$ cat src/rtl/sample_tick_sequencer_pkg.sv
//------------------------------------------------------------------------------
//  Module   : sample_tick_pkg
//  Purpose  : Shared constants for the sample tick sequencer: operating mode
//             codes, FSM state encoding and small mode-decode helpers.
//  Contents : MODE_SINGLE / MODE_BURST / MODE_CONT, ST_IDLE / ST_RUN,
//             mode_is_burst(), mode_is_cont()
//  Revision : 1.0 - initial release
//------------------------------------------------------------------------------
`default_nettype none

package sample_tick_pkg;

   // Operating modes as presented on i_mode. Code 2'b11 is reserved and is
   // decoded exactly like MODE_SINGLE.
   localparam logic [1:0] MODE_SINGLE = 2'b00;
   localparam logic [1:0] MODE_BURST  = 2'b01;
   localparam logic [1:0] MODE_CONT   = 2'b10;

   // Two-state sequencer: waiting for a start, or generating ticks.
   localparam logic [0:0] ST_IDLE = 1'b0;
   localparam logic [0:0] ST_RUN  = 1'b1;

   function automatic logic mode_is_burst(input logic [1:0] mode);
      return (mode == MODE_BURST);
   endfunction

   function automatic logic mode_is_cont(input logic [1:0] mode);
      return (mode == MODE_CONT);
   endfunction

endpackage : sample_tick_pkg

`default_nettype wire

$ cat src/rtl/sample_tick_sequencer_if.sv
//------------------------------------------------------------------------------
//  Module   : sample_tick_sequencer_if
//  Purpose  : Control/status bundle between the chirp control FSM (master)
//             and the sample tick sequencer (slave).
//  Signals  : i_start_n   active-low start request (falling edge starts)
//             i_stop_n    active-low level abort
//             i_mode      00 single, 01 burst, 10 continuous, 11 = single
//             i_div_m1    tick period minus one, in clocks
//             i_num_ticks burst length (0 treated as 1)
//             o_sample_tick_n active-low 1-cycle tick
//             o_busy      high while running
//             o_done      1-cycle pulse on natural completion
//             o_tick_idx  ticks issued since the last accepted start
//  Revision : 1.0 - initial release
//------------------------------------------------------------------------------
`default_nettype none

interface sample_tick_sequencer_if #(
   parameter int DIV_W = 8,
   parameter int CNT_W = 10
);

   logic             i_start_n;
   logic             i_stop_n;
   logic [1:0]       i_mode;
   logic [DIV_W-1:0] i_div_m1;
   logic [CNT_W-1:0] i_num_ticks;

   logic             o_sample_tick_n;
   logic             o_busy;
   logic             o_done;
   logic [CNT_W-1:0] o_tick_idx;

   // Controller side: issues requests, observes ticks and status.
   modport master (
      output i_start_n,
      output i_stop_n,
      output i_mode,
      output i_div_m1,
      output i_num_ticks,
      input  o_sample_tick_n,
      input  o_busy,
      input  o_done,
      input  o_tick_idx
   );

   // Sequencer side.
   modport slave (
      input  i_start_n,
      input  i_stop_n,
      input  i_mode,
      input  i_div_m1,
      input  i_num_ticks,
      output o_sample_tick_n,
      output o_busy,
      output o_done,
      output o_tick_idx
   );

endinterface : sample_tick_sequencer_if

`default_nettype wire

$ cat src/rtl/sample_tick_sequencer_tick_period_counter.sv
//------------------------------------------------------------------------------
//  Module   : tick_period_counter
//  Purpose  : Free-running period counter 0..div_m1 with a combinational wrap
//             flag, used to pace sample ticks.
//  Ports    : i_clk, i_rst_n  clock / synchronous active-low reset
//             i_clr           force count to zero (priority over i_en)
//             i_en            advance the count this cycle
//             i_div_m1        terminal count (period minus one)
//             o_wrap          high when enabled and count == i_div_m1
//  Revision : 1.0 - initial release
//------------------------------------------------------------------------------
`default_nettype none

module tick_period_counter #(
   parameter int DIV_W = 8
) (
   input  logic             i_clk,
   input  logic             i_rst_n,
   input  logic             i_clr,
   input  logic             i_en,
   input  logic [DIV_W-1:0] i_div_m1,
   output logic             o_wrap
);

   logic [DIV_W-1:0] r_count;
   logic             w_at_top;

   assign w_at_top = (r_count == i_div_m1);

   // The wrap flag is gated by the enable so that a cycle where the owner
   // holds the counter (e.g. during an abort) can never produce a tick.
   assign o_wrap = i_en & w_at_top;

   always_ff @(posedge i_clk) begin
      if (!i_rst_n) begin
         r_count <= '0;
      end else if (i_clr) begin
         r_count <= '0;
      end else if (i_en) begin
         r_count <= w_at_top ? '0 : (r_count + 1'b1);
      end
   end

endmodule : tick_period_counter

`default_nettype wire

$ cat src/rtl/sample_tick_sequencer.sv
//------------------------------------------------------------------------------
//  Module   : sample_tick_sequencer
//  Purpose  : Generates active-low, 1-cycle sample ticks at a programmable
//             period in single, burst-of-N or continuous mode. A start is a
//             falling edge on i_start_n; i_stop_n aborts. Mode, period and
//             burst length are captured at start and held for the whole run.
//  Ports    : i_clk, i_rst_n  clock / synchronous active-low reset
//             bus             sample_tick_sequencer_if.slave (requests in,
//                             tick / busy / done / tick index out)
//  Revision : 1.0 - initial release
//------------------------------------------------------------------------------
`default_nettype none

module sample_tick_sequencer
   import sample_tick_pkg::*;
#(
   parameter int DIV_W = 8,
   parameter int CNT_W = 10
) (
   input  logic                    i_clk,
   input  logic                    i_rst_n,
   sample_tick_sequencer_if.slave  bus
);

   localparam logic [CNT_W-1:0] c_one = {{(CNT_W-1){1'b0}}, 1'b1};

   // Sequencer state and captured run configuration
   logic [0:0]       r_state;
   logic             r_prev_start_n;
   logic [1:0]       r_mode;
   logic [DIV_W-1:0] r_div_m1;
   logic [CNT_W-1:0] r_num_eff;

   // Registered outputs
   logic             r_tick_n;
   logic             r_busy;
   logic             r_done;
   logic [CNT_W-1:0] r_tick_idx;

   logic             w_start_evt;
   logic             w_accept;
   logic             w_cnt_en;
   logic             w_wrap;
   logic [CNT_W-1:0] w_idx_next;
   logic             w_last;

   // The history register resets to 0, so a start input already low when
   // reset is released is not seen as an edge: it must go high first.
   assign w_start_evt = r_prev_start_n & ~bus.i_start_n;

   // A start coinciding with an abort is discarded.
   assign w_accept = (r_state == ST_IDLE) & w_start_evt & bus.i_stop_n;

   // The counter only advances while running and not being aborted, so an
   // abort landing on the terminal count suppresses that tick.
   assign w_cnt_en = (r_state == ST_RUN) & bus.i_stop_n;

   assign w_idx_next = r_tick_idx + 1'b1;

   // Whether the tick about to be issued ends the run. Reserved mode 2'b11
   // falls through to the single-shot case.
   always_comb begin
      w_last = 1'b1;
      if (mode_is_cont(r_mode)) begin
         w_last = 1'b0;
      end else if (mode_is_burst(r_mode)) begin
         w_last = (w_idx_next == r_num_eff);
      end
   end

   tick_period_counter #(
      .DIV_W (DIV_W)
   ) u_period (
      .i_clk    (i_clk),
      .i_rst_n  (i_rst_n),
      .i_clr    (w_accept),
      .i_en     (w_cnt_en),
      .i_div_m1 (r_div_m1),
      .o_wrap   (w_wrap)
   );

   always_ff @(posedge i_clk) begin
      if (!i_rst_n) begin
         r_state        <= ST_IDLE;
         r_prev_start_n <= 1'b0;
         r_mode         <= MODE_SINGLE;
         r_div_m1       <= '0;
         r_num_eff      <= c_one;
         r_tick_n       <= 1'b1;
         r_busy         <= 1'b0;
         r_done         <= 1'b0;
         r_tick_idx     <= '0;
      end else begin
         r_prev_start_n <= bus.i_start_n;
         // Tick and done are single-cycle pulses unless set below.
         r_tick_n       <= 1'b1;
         r_done         <= 1'b0;

         case (r_state)
            ST_IDLE: begin
               if (w_accept) begin
                  r_mode     <= bus.i_mode;
                  r_div_m1   <= bus.i_div_m1;
                  r_num_eff  <= (bus.i_num_ticks == '0) ? c_one : bus.i_num_ticks;
                  r_tick_idx <= '0;
                  r_busy     <= 1'b1;
                  r_state    <= ST_RUN;
               end
            end

            ST_RUN: begin
               if (!bus.i_stop_n) begin
                  // Abort: no tick, no done, tick index is preserved.
                  r_busy  <= 1'b0;
                  r_state <= ST_IDLE;
               end else if (w_wrap) begin
                  r_tick_n   <= 1'b0;
                  r_tick_idx <= w_idx_next;
                  if (w_last) begin
                     // Busy drops and done pulses in the same cycle as the
                     // final tick; IDLE is entered so a start in the very
                     // next cycle is accepted.
                     r_busy  <= 1'b0;
                     r_done  <= 1'b1;
                     r_state <= ST_IDLE;
                  end
               end
            end

            default: begin
               r_busy  <= 1'b0;
               r_state <= ST_IDLE;
            end
         endcase
      end
   end

   assign bus.o_sample_tick_n = r_tick_n;
   assign bus.o_busy          = r_busy;
   assign bus.o_done          = r_done;
   assign bus.o_tick_idx      = r_tick_idx;

endmodule : sample_tick_sequencer

`default_nettype wire

$ cat src/flat_wrapper.sv
// flat-port wrapper written by rule: the top's interface ports become plain ports
module sample_tick_sequencer_flat import sample_tick_pkg::*;
#(
   parameter int DIV_W = 8,
   parameter int CNT_W = 10
)
  (i_clk, i_rst_n, bus_i_start_n, bus_i_stop_n, bus_i_mode, bus_i_div_m1, bus_i_num_ticks, bus_o_sample_tick_n, bus_o_busy, bus_o_done, bus_o_tick_idx);
  sample_tick_sequencer_if #(.DIV_W(DIV_W), .CNT_W(CNT_W)) bus_i ();
  input  logic i_clk;
  input  logic i_rst_n;
  input wire logic [$bits(bus_i.i_start_n)-1:0] bus_i_start_n;
  input wire logic [$bits(bus_i.i_stop_n)-1:0] bus_i_stop_n;
  input wire logic [$bits(bus_i.i_mode)-1:0] bus_i_mode;
  input wire logic [$bits(bus_i.i_div_m1)-1:0] bus_i_div_m1;
  input wire logic [$bits(bus_i.i_num_ticks)-1:0] bus_i_num_ticks;
  output wire logic [$bits(bus_i.o_sample_tick_n)-1:0] bus_o_sample_tick_n;
  output wire logic [$bits(bus_i.o_busy)-1:0] bus_o_busy;
  output wire logic [$bits(bus_i.o_done)-1:0] bus_o_done;
  output wire logic [$bits(bus_i.o_tick_idx)-1:0] bus_o_tick_idx;
  assign bus_i.i_start_n = bus_i_start_n;
  assign bus_i.i_stop_n = bus_i_stop_n;
  assign bus_i.i_mode = bus_i_mode;
  assign bus_i.i_div_m1 = bus_i_div_m1;
  assign bus_i.i_num_ticks = bus_i_num_ticks;
  assign bus_o_sample_tick_n = bus_i.o_sample_tick_n;
  assign bus_o_busy = bus_i.o_busy;
  assign bus_o_done = bus_i.o_done;
  assign bus_o_tick_idx = bus_i.o_tick_idx;
  sample_tick_sequencer #(.DIV_W(DIV_W), .CNT_W(CNT_W)) u_core (.i_clk(i_clk), .i_rst_n(i_rst_n), .bus(bus_i));
endmodule
$ cat config.mk
export PLATFORM = sky130hd
export DESIGN_NAME = sample_tick_sequencer_flat
export DESIGN_NICKNAME = d
export VERILOG_FILES = /design/src/rtl/sample_tick_sequencer_pkg.sv /design/src/rtl/sample_tick_sequencer_if.sv /design/src/rtl/sample_tick_sequencer_tick_period_counter.sv /design/src/rtl/sample_tick_sequencer.sv /design/src/flat_wrapper.sv
export SDC_FILE = /design/constraint.sdc
export NUM_CORES = 1
export LEC_CHECK = 0
export ABC_AREA = 0
export CORE_AREA = 2 2 72 74
export CTS_CLUSTER_SIZE = 40
export DETAILED_ROUTE_END_ITERATION = 12
export DIE_AREA = 0 0 74 76
export MAX_ROUTING_LAYER = met4
export PLACE_DENSITY = 0.77
export SLEW_MARGIN = 20
export SYNTH_ARGS = -nofsm -noshare
export SYNTH_HDL_FRONTEND = slang
export SYNTH_HIERARCHICAL = 1
export SYNTH_SLANG_ARGS = --single-unit
$ cat constraint.sdc
create_clock -name i_clk -period 2.2 [get_ports i_clk]
set_input_delay 0.55 -clock i_clk [delete_from_list [all_inputs] [get_ports i_clk]]
set_output_delay 0.55 -clock i_clk [all_outputs]
set_load 0.02 [all_outputs]
==> results_dict.tcl, run 1 <==
set metrics [dict create \
    crit_path_start "u_core/bus.o_tick_idx[0]$_SDFFE_PN0P_" \
    ys_warn_count 6 \
    drive_above_1_share 0.1477 \
    cts_setup_buffers 0 \
    yosys_register_bits 43 \
    syn-cell-area_mm2 0.002175 \
    cp_data_required_time_ns 2.39 \
    final_area_mm2 0.002897 \
    ant_nets 0 \
    synth_area_leader_cell "dfxtp_1" \
    antenna_found_initial 0 \
    crit_arrival_ns 2.27 \
    maxSlewHeadroom 0.7097 \
    path_cells "ha_4 > nand3_4 > or3_4 > xnor2_2 > nand3_1 > a2111o_1 > a221o_1" \
    fp.dieW_um 74 \
    htreeDepth 2 \
    clock-sinks 43 \
    setup_viol 0 \
    drv_slew 0 \
    max_stage_delay_ns 0.42 \
    clkLatencyLatePin_ns 0.30 \
    cp_top_family "compound AO/OA/AOI/OAI gates" \
    port_buffers 36 \
    cp_max_fo 3 \
    grt_pass1_wl_um 8528 \
    worst_slew_pin_slew_ns 0.4344 \
    cts_hold_buf 0 \
    grt_pass1_vias 1942 \
    final_cells 395 \
    postPlaceCellArea_mm2 0.002803 \
    drt_first_pass_iters 4 \
    cts_inserted_buffers 5 \
    synth_flop_cell "dfxtp_1" \
    period_needed_ns 2.076 \
    async_flop_share 0 \
    ys_types 39 \
    seqPwrFrac 0.564 \
    end_kind "register" \
    yosysSeqAreaShare 0.3959 \
    synth_common_cells "62 x nand2_1, 43 x dfxtp_1, 20 x a21boi_0, 18 x nor2_1, 18 x xnor2_1" \
    area_growth_pct 33.20 \
    grt_max_degree 22 \
    synthCells 266 \
    p_per_area_mw_per_mm2 486.2 \
    r2r-start "u_core/bus.o_tick_idx[0]$_SDFFE_PN0P_" \
    fin_ws_ns 0.1241 \
    initial_utilization 0.4427 \
    finalCritPeriodShare 0.9436 \
    rows 26 \
    dp_hpwl_um 3770 \
    gp_congestion 0.8793 \
    synthesis.nets 292 \
    final.setup.tns_ns 0 \
    cp-start-kind "register" \
    wl_um 4866 \
    vias 1982 \
    cts-root-buf "clkbuf_8" \
    cpMaxStageDelayCell "or3_4" \
    die_h_um 76 \
    cts_buffer_depth 2 \
    dieArea_mm2 0.005624 \
    power_leakage_uw 0.001078 \
    critPathBufInv 0 \
    synthTopCellsByArea "dfxtp_1 40%, nand2_1 11%, xnor2_1 7.2%, a21boi_0 6.9%, xor2_1 4.4%" \
    max-cap-violations 0 \
    synth_top_area_share 0.3959 \
    grt.total_usage 0.1976 \
    swShare 0.2295 \
    via_per_inst 5.018 \
    path_class "reg -> reg" \
    hold_viol_final 0 \
    clkPwrFrac 0.344 \
    cts_tree "yes" \
    synth_enable_flop_cells 0 \
    io_pins 37 \
    nNetsFinal 350 \
    antenna_cells 0 \
    yosysMostFrequentCell "nand2_1" \
    min_path_type "reg -> reg" \
    power.switching_uw 323.2 \
    outcome "completed" \
    dr.first_iter.drc_count 88 \
    routedWlPerCell_um 12.32 \
    ir_drop_mv 0.3907 \
    min-delay-start "u_core/r_num_eff[2]$_SDFFE_PN0P_" \
    max_freq_ghz 0.4817 \
    place_ws_ns -0.1647 \
    dp.cells 387 \
    skew_ns 0.008720 \
    avgSynthCellArea_um2 8.175 \
    overflow 0 \
    core_area_mm2 0.004912 \
    drc 0 \
    p_int_uw 1085 \
    clk_pin_slew_worst_paths_ns 0.08 \
    combPwrFrac 0.092 \
    rsz0062_at_grt "no" \
    ff2ff_setup_slack_ns 0.12 \
]
## registers in the layout, indices dropped and copies added, names as in the netlist
signal / count
u_core/r_mode: 2
u_core/r_num_eff: 10
u_core/bus.o_done: 1
u_core/r_div_m1: 8
u_core/u_period/r_count: 8
u_core/r_prev_start_n: 1
u_core/r_state: 1
u_core/bus.o_tick_idx: 10
u_core/bus.o_sample_tick_n: 1
u_core/bus.o_busy: 1
## per-layer routing
layer,GRT usage,wire [um]
met1,0.2238,2165
met4,0.07636,91
met5,-,0
met3,0.04894,173
met2,0.3295,2437
## cells in the final DEF (no fill, tap or decap), types with 3 or more instances in the layout
cell type / Yosys / layout
dfxtp_1: 43 / 39
nor3_1: 11 / 9
a21oi_1: 9 / 9
nand4_1: 8 / 8
and2_1: 3 / 3
xnor2_1: 18 / 18
xor2_1: 11 / 11
o21ai_0: 7 / 7
a21boi_0: 20 / 20
clkdlybuf4s50_1: 0 / 36
inv_1: 3 / 3
nand2_1: 62 / 62
clkbuf_8: 0 / 5
nor2_1: 18 / 18
nor2b_1: 7 / 7
dfxtp_2: 0 / 4
buf_4: 0 / 26
nand3_1: 9 / 9
## per-stage QoR
| stage | power [uW] | utilization | hold slack [ns] |
|---|---|---|---|
| global route | 1470 | 0.5897 | 0.4984 |
| floorplan | 868.5 | - | 0.4435 |
| finish | 1408 | 0.5897 | 0.4755 |
| CTS | 1423 | 0.5871 | 0.4796 |
| global placement | 939.9 | 0.5706 | 0.4591 |
| detailed placement | 941.9 | 0.5706 | 0.4682 |
## cell type report
type	count	area (um2)
Sequential cell	43	865.8
Clock inverter	1	5.005
Fill cell	452	2016
Clock buffer	7	76.32
Timing Repair Buffer	63	575.6
Inverter	3	11.26
Tap cell	70	87.58
Multi-Input combinational cell	208	1275
## final timing paths
path | to | depth (start not counted)
setup / recovery | u_core/r_state$_SDFF_PN0_ | 7
hold / removal | u_core/r_num_eff[2]$_SDFFE_PN0P_ | 2
setup reg to reg | u_core/r_state$_SDFF_PN0_ | 7
hold reg to reg | u_core/r_num_eff[2]$_SDFFE_PN0P_ | 2
## power by group through the flow
stage | Combinational (uW) | Sequential, uW | Clock, uW
after floorplan | 56.1 | 812 | 0
after global placement | 127 | 813 | 0
after detailed placement | 129 | 813 | 0
after CTS | 129 | 795 | 499
after global routing | 142 | 796 | 532
final | 129 | 795 | 484
## what timing repair did
action,4_1_cts,5_1_grt
endpoints found under the setup margin,0,4
hold endpoints to repair,0,0
gates resized for setup,0,4
## tightest hold or removal path, stage by stage, from the launching register on
cell	delay [ns]
dfxtp_1	0.32
nand2_1	0.05
a21boi_0	0.07
## cells by family after synthesis
| group | share of synthesized area |
|---|---|
| simple gates | 0.2831 |
| compound gates | 0.1525 |
| flops | 0.3959 |
| xor+xnor | 0.1243 |
| buf+inv | 0.02819 |
| fa+ha+maj | 0.01151 |
| mux | 0.004603 |
Note: power is estimated with default switching activity, not from simulation.
==> run 2: changes to the inputs <==
CTS_CLUSTER_SIZE = 25   (was 40)
REMOVE_ABC_BUFFERS = 1   (was not set)
SKIP_LAST_GASP = 1   (was not set)
==> run 2 against run 1 <==
Effect of this change: total power fell by 0.74%; final cell count fell by 0.76%; cell area fell by 1.1%; sequential share of layout area rose by 0.20 points; clock-buffer cell count fell by 2; critical path type is now in -> reg.
==> results_dict.tcl, run 2 (synthesized netlist as in run 1, its figures left out) <==
set metrics [dict create \
    outcome "completed" \
    finalCritPeriodShare 0.9561 \
    cts_buffer_depth 2 \
    skew_ns 0.002906 \
    crit_arrival_ns 2.29 \
    area_growth_pct 31.76 \
    holdPathEnd "u_core/r_div_m1[6]$_SDFFE_PN0P_" \
    ant_nets 0 \
    htreeDepth 2 \
    clk_pin_slew_worst_paths_ns 0.08 \
    grt_max_degree 27 \
    reg2reg_depth 9 \
    worst_slew_pin_slew_ns 0.4901 \
    grt_pass1_vias 1776 \
    post-route-util 0.5833 \
    min-delay-start "u_core/r_div_m1[6]$_SDFFE_PN0P_" \
    fp.dieW_um 74 \
    place_ws_ns -0.2918 \
    antenna_found_initial 0 \
    clkLatencyLatePin_ns 0.29 \
    clock-sinks 43 \
    ir_drop_mv 0.3074 \
    power_leakage_uw 0.001061 \
    maxSlewHeadroom 0.6722 \
    final.setup.tns_ns 0 \
    path_class "in -> reg" \
    drt_first_pass_iters 4 \
    cp_max_fo 4 \
    dieArea_mm2 0.005624 \
    gp_congestion 0.9203 \
    p_per_area_mw_per_mm2 487.9 \
    drv_slew 0 \
    max_freq_ghz 0.4754 \
    die_h_um 76 \
    cts_inserted_buffers 5 \
    drc 0 \
    nNetsFinal 349 \
    whs_path_depth 2 \
    initial_utilization 0.4427 \
    cts-root-buf "clkbuf_8" \
    drive_above_1_share 0.1366 \
    final_cells 392 \
    r2r-start "u_core/bus.o_tick_idx[0]$_SDFFE_PN0P_" \
    routedWlPerCell_um 12.36 \
    vias 1935 \
    dp_hpwl_um 3674 \
    final_cell_mix "62 x nand2_1, 42 x dfxtp_1, 36 x clkdlybuf4s50_1, 26 x buf_4, 20 x a21boi_0" \
    dr.first_iter.drc_count 110 \
    overflow 0 \
    antenna_cells 0 \
    fin_ws_ns 0.09656 \
    via_per_inst 4.936 \
    core_area_mm2 0.004912 \
    setup_viol 0 \
    cp-start-kind "input port" \
    wl_um 4847 \
    hold_slack_ns 0.4764 \
    port_buffers 36 \
    min_path_type "reg -> reg" \
    io_pins 37 \
    rr_endpoint "u_core/bus.o_busy$_SDFFE_PN0P_" \
    cts_hold_buf 0 \
    grt_pass1_wl_um 8031 \
    max-cap-violations 0 \
    end_kind "register" \
    hold_viol_final 0 \
    ff2ff_setup_slack_ns 0.1 \
    rows 26 \
    dp.cells 385 \
    grt.total_usage 0.1870 \
    period_needed_ns 2.103 \
    cts_tree "yes" \
    cp_data_required_time_ns 2.39 \
    layout_commonest_cell "nand2_1" \
]
run 2: cell types whose count changed in the layout (fill, tap and decap cells not counted), moves of 2 or more:
cell,before,now
dfxtp_2,4,1
nor3_2,2,0
clkbuf_1,2,0
dfxtp_1,39,42
run 2: per-stage QoR:
step | power, uW | area [um2]
2_1_floorplan | 862.7 | 2125
3_3_place_gp | 936.2 | 2760
3_5_place_dp | 937.3 | 2760
4_1_cts | 1410 | 2836
5_1_grt | 1455 | 2865
6_report | 1398 | 2865
run 2: area by class of cell:
cell class	instances	area (um2)
Clock buffer	5	68.82
Clock inverter	1	7.507
Fill cell	443	2047
Inverter	3	11.26
Multi-Input combinational cell	208	1272
Sequential cell	43	862.1
Tap cell	70	87.58
Timing Repair Buffer	62	555.5
run 2: layer usage:
metal / global-route usage / up-vias / part of all wire / wire length, um
met3: 0.04497 / 8 / 0.035 / 171
met4: 0.07636 / 0 / 0.017 / 83
met2: 0.2616 / 40 / 0.46 / 2207
li1: - / 1010 / - / -
met5: - / - / 0 / 0
met1: 0.2575 / 877 / 0.49 / 2384
run 2: worst max-delay path by stage:
stage | from | to | slack [ns] | cells after the start
floorplan | u_core/bus.o_tick_idx[0]$_SDFFE_PN0P_ | u_core/r_state$_SDFF_PN0_ | -0.22 | 7
global placement | bus_i_stop_n | u_core/bus.o_tick_idx[2]$_SDFFE_PN0P_ | -0.14 | 9
detailed placement | bus_i_stop_n | u_core/bus.o_tick_idx[2]$_SDFFE_PN0P_ | -0.29 | 9
CTS | bus_i_stop_n | u_core/bus.o_tick_idx[2]$_SDFFE_PN0P_ | 0.02 | 9
global route | bus_i_stop_n | u_core/bus.o_tick_idx[2]$_SDFFE_PN0P_ | -0.02 | 9
finish | bus_i_stop_n | u_core/bus.o_tick_idx[2]$_SDFFE_PN0P_ | 0.1 | 9
run 2: power by group:
part	internal, uW	switching (uW)
Sequential	788	7.22
Clock	211	261
Combinational	75.0	56.7
Total	1070	324
run 2: worst max-delay path, cell delays in order:
cell and delay, ns:
clkdlybuf4s50_1 0.48, and2_1 0.16, nand2_1 0.12, nor3_4 0.25, and3_1 0.23, nor2_1 0.08, o21ai_0 0.16, o21ai_0 0.09
and2_1 0.16
run 2: timing repair:
| item | CTS | global route |
|---|---|---|
| resized for setup | 0 | 5 |
| setup endpoints to repair | 0 | 9 |
| buffers inserted | 0 | 1 |
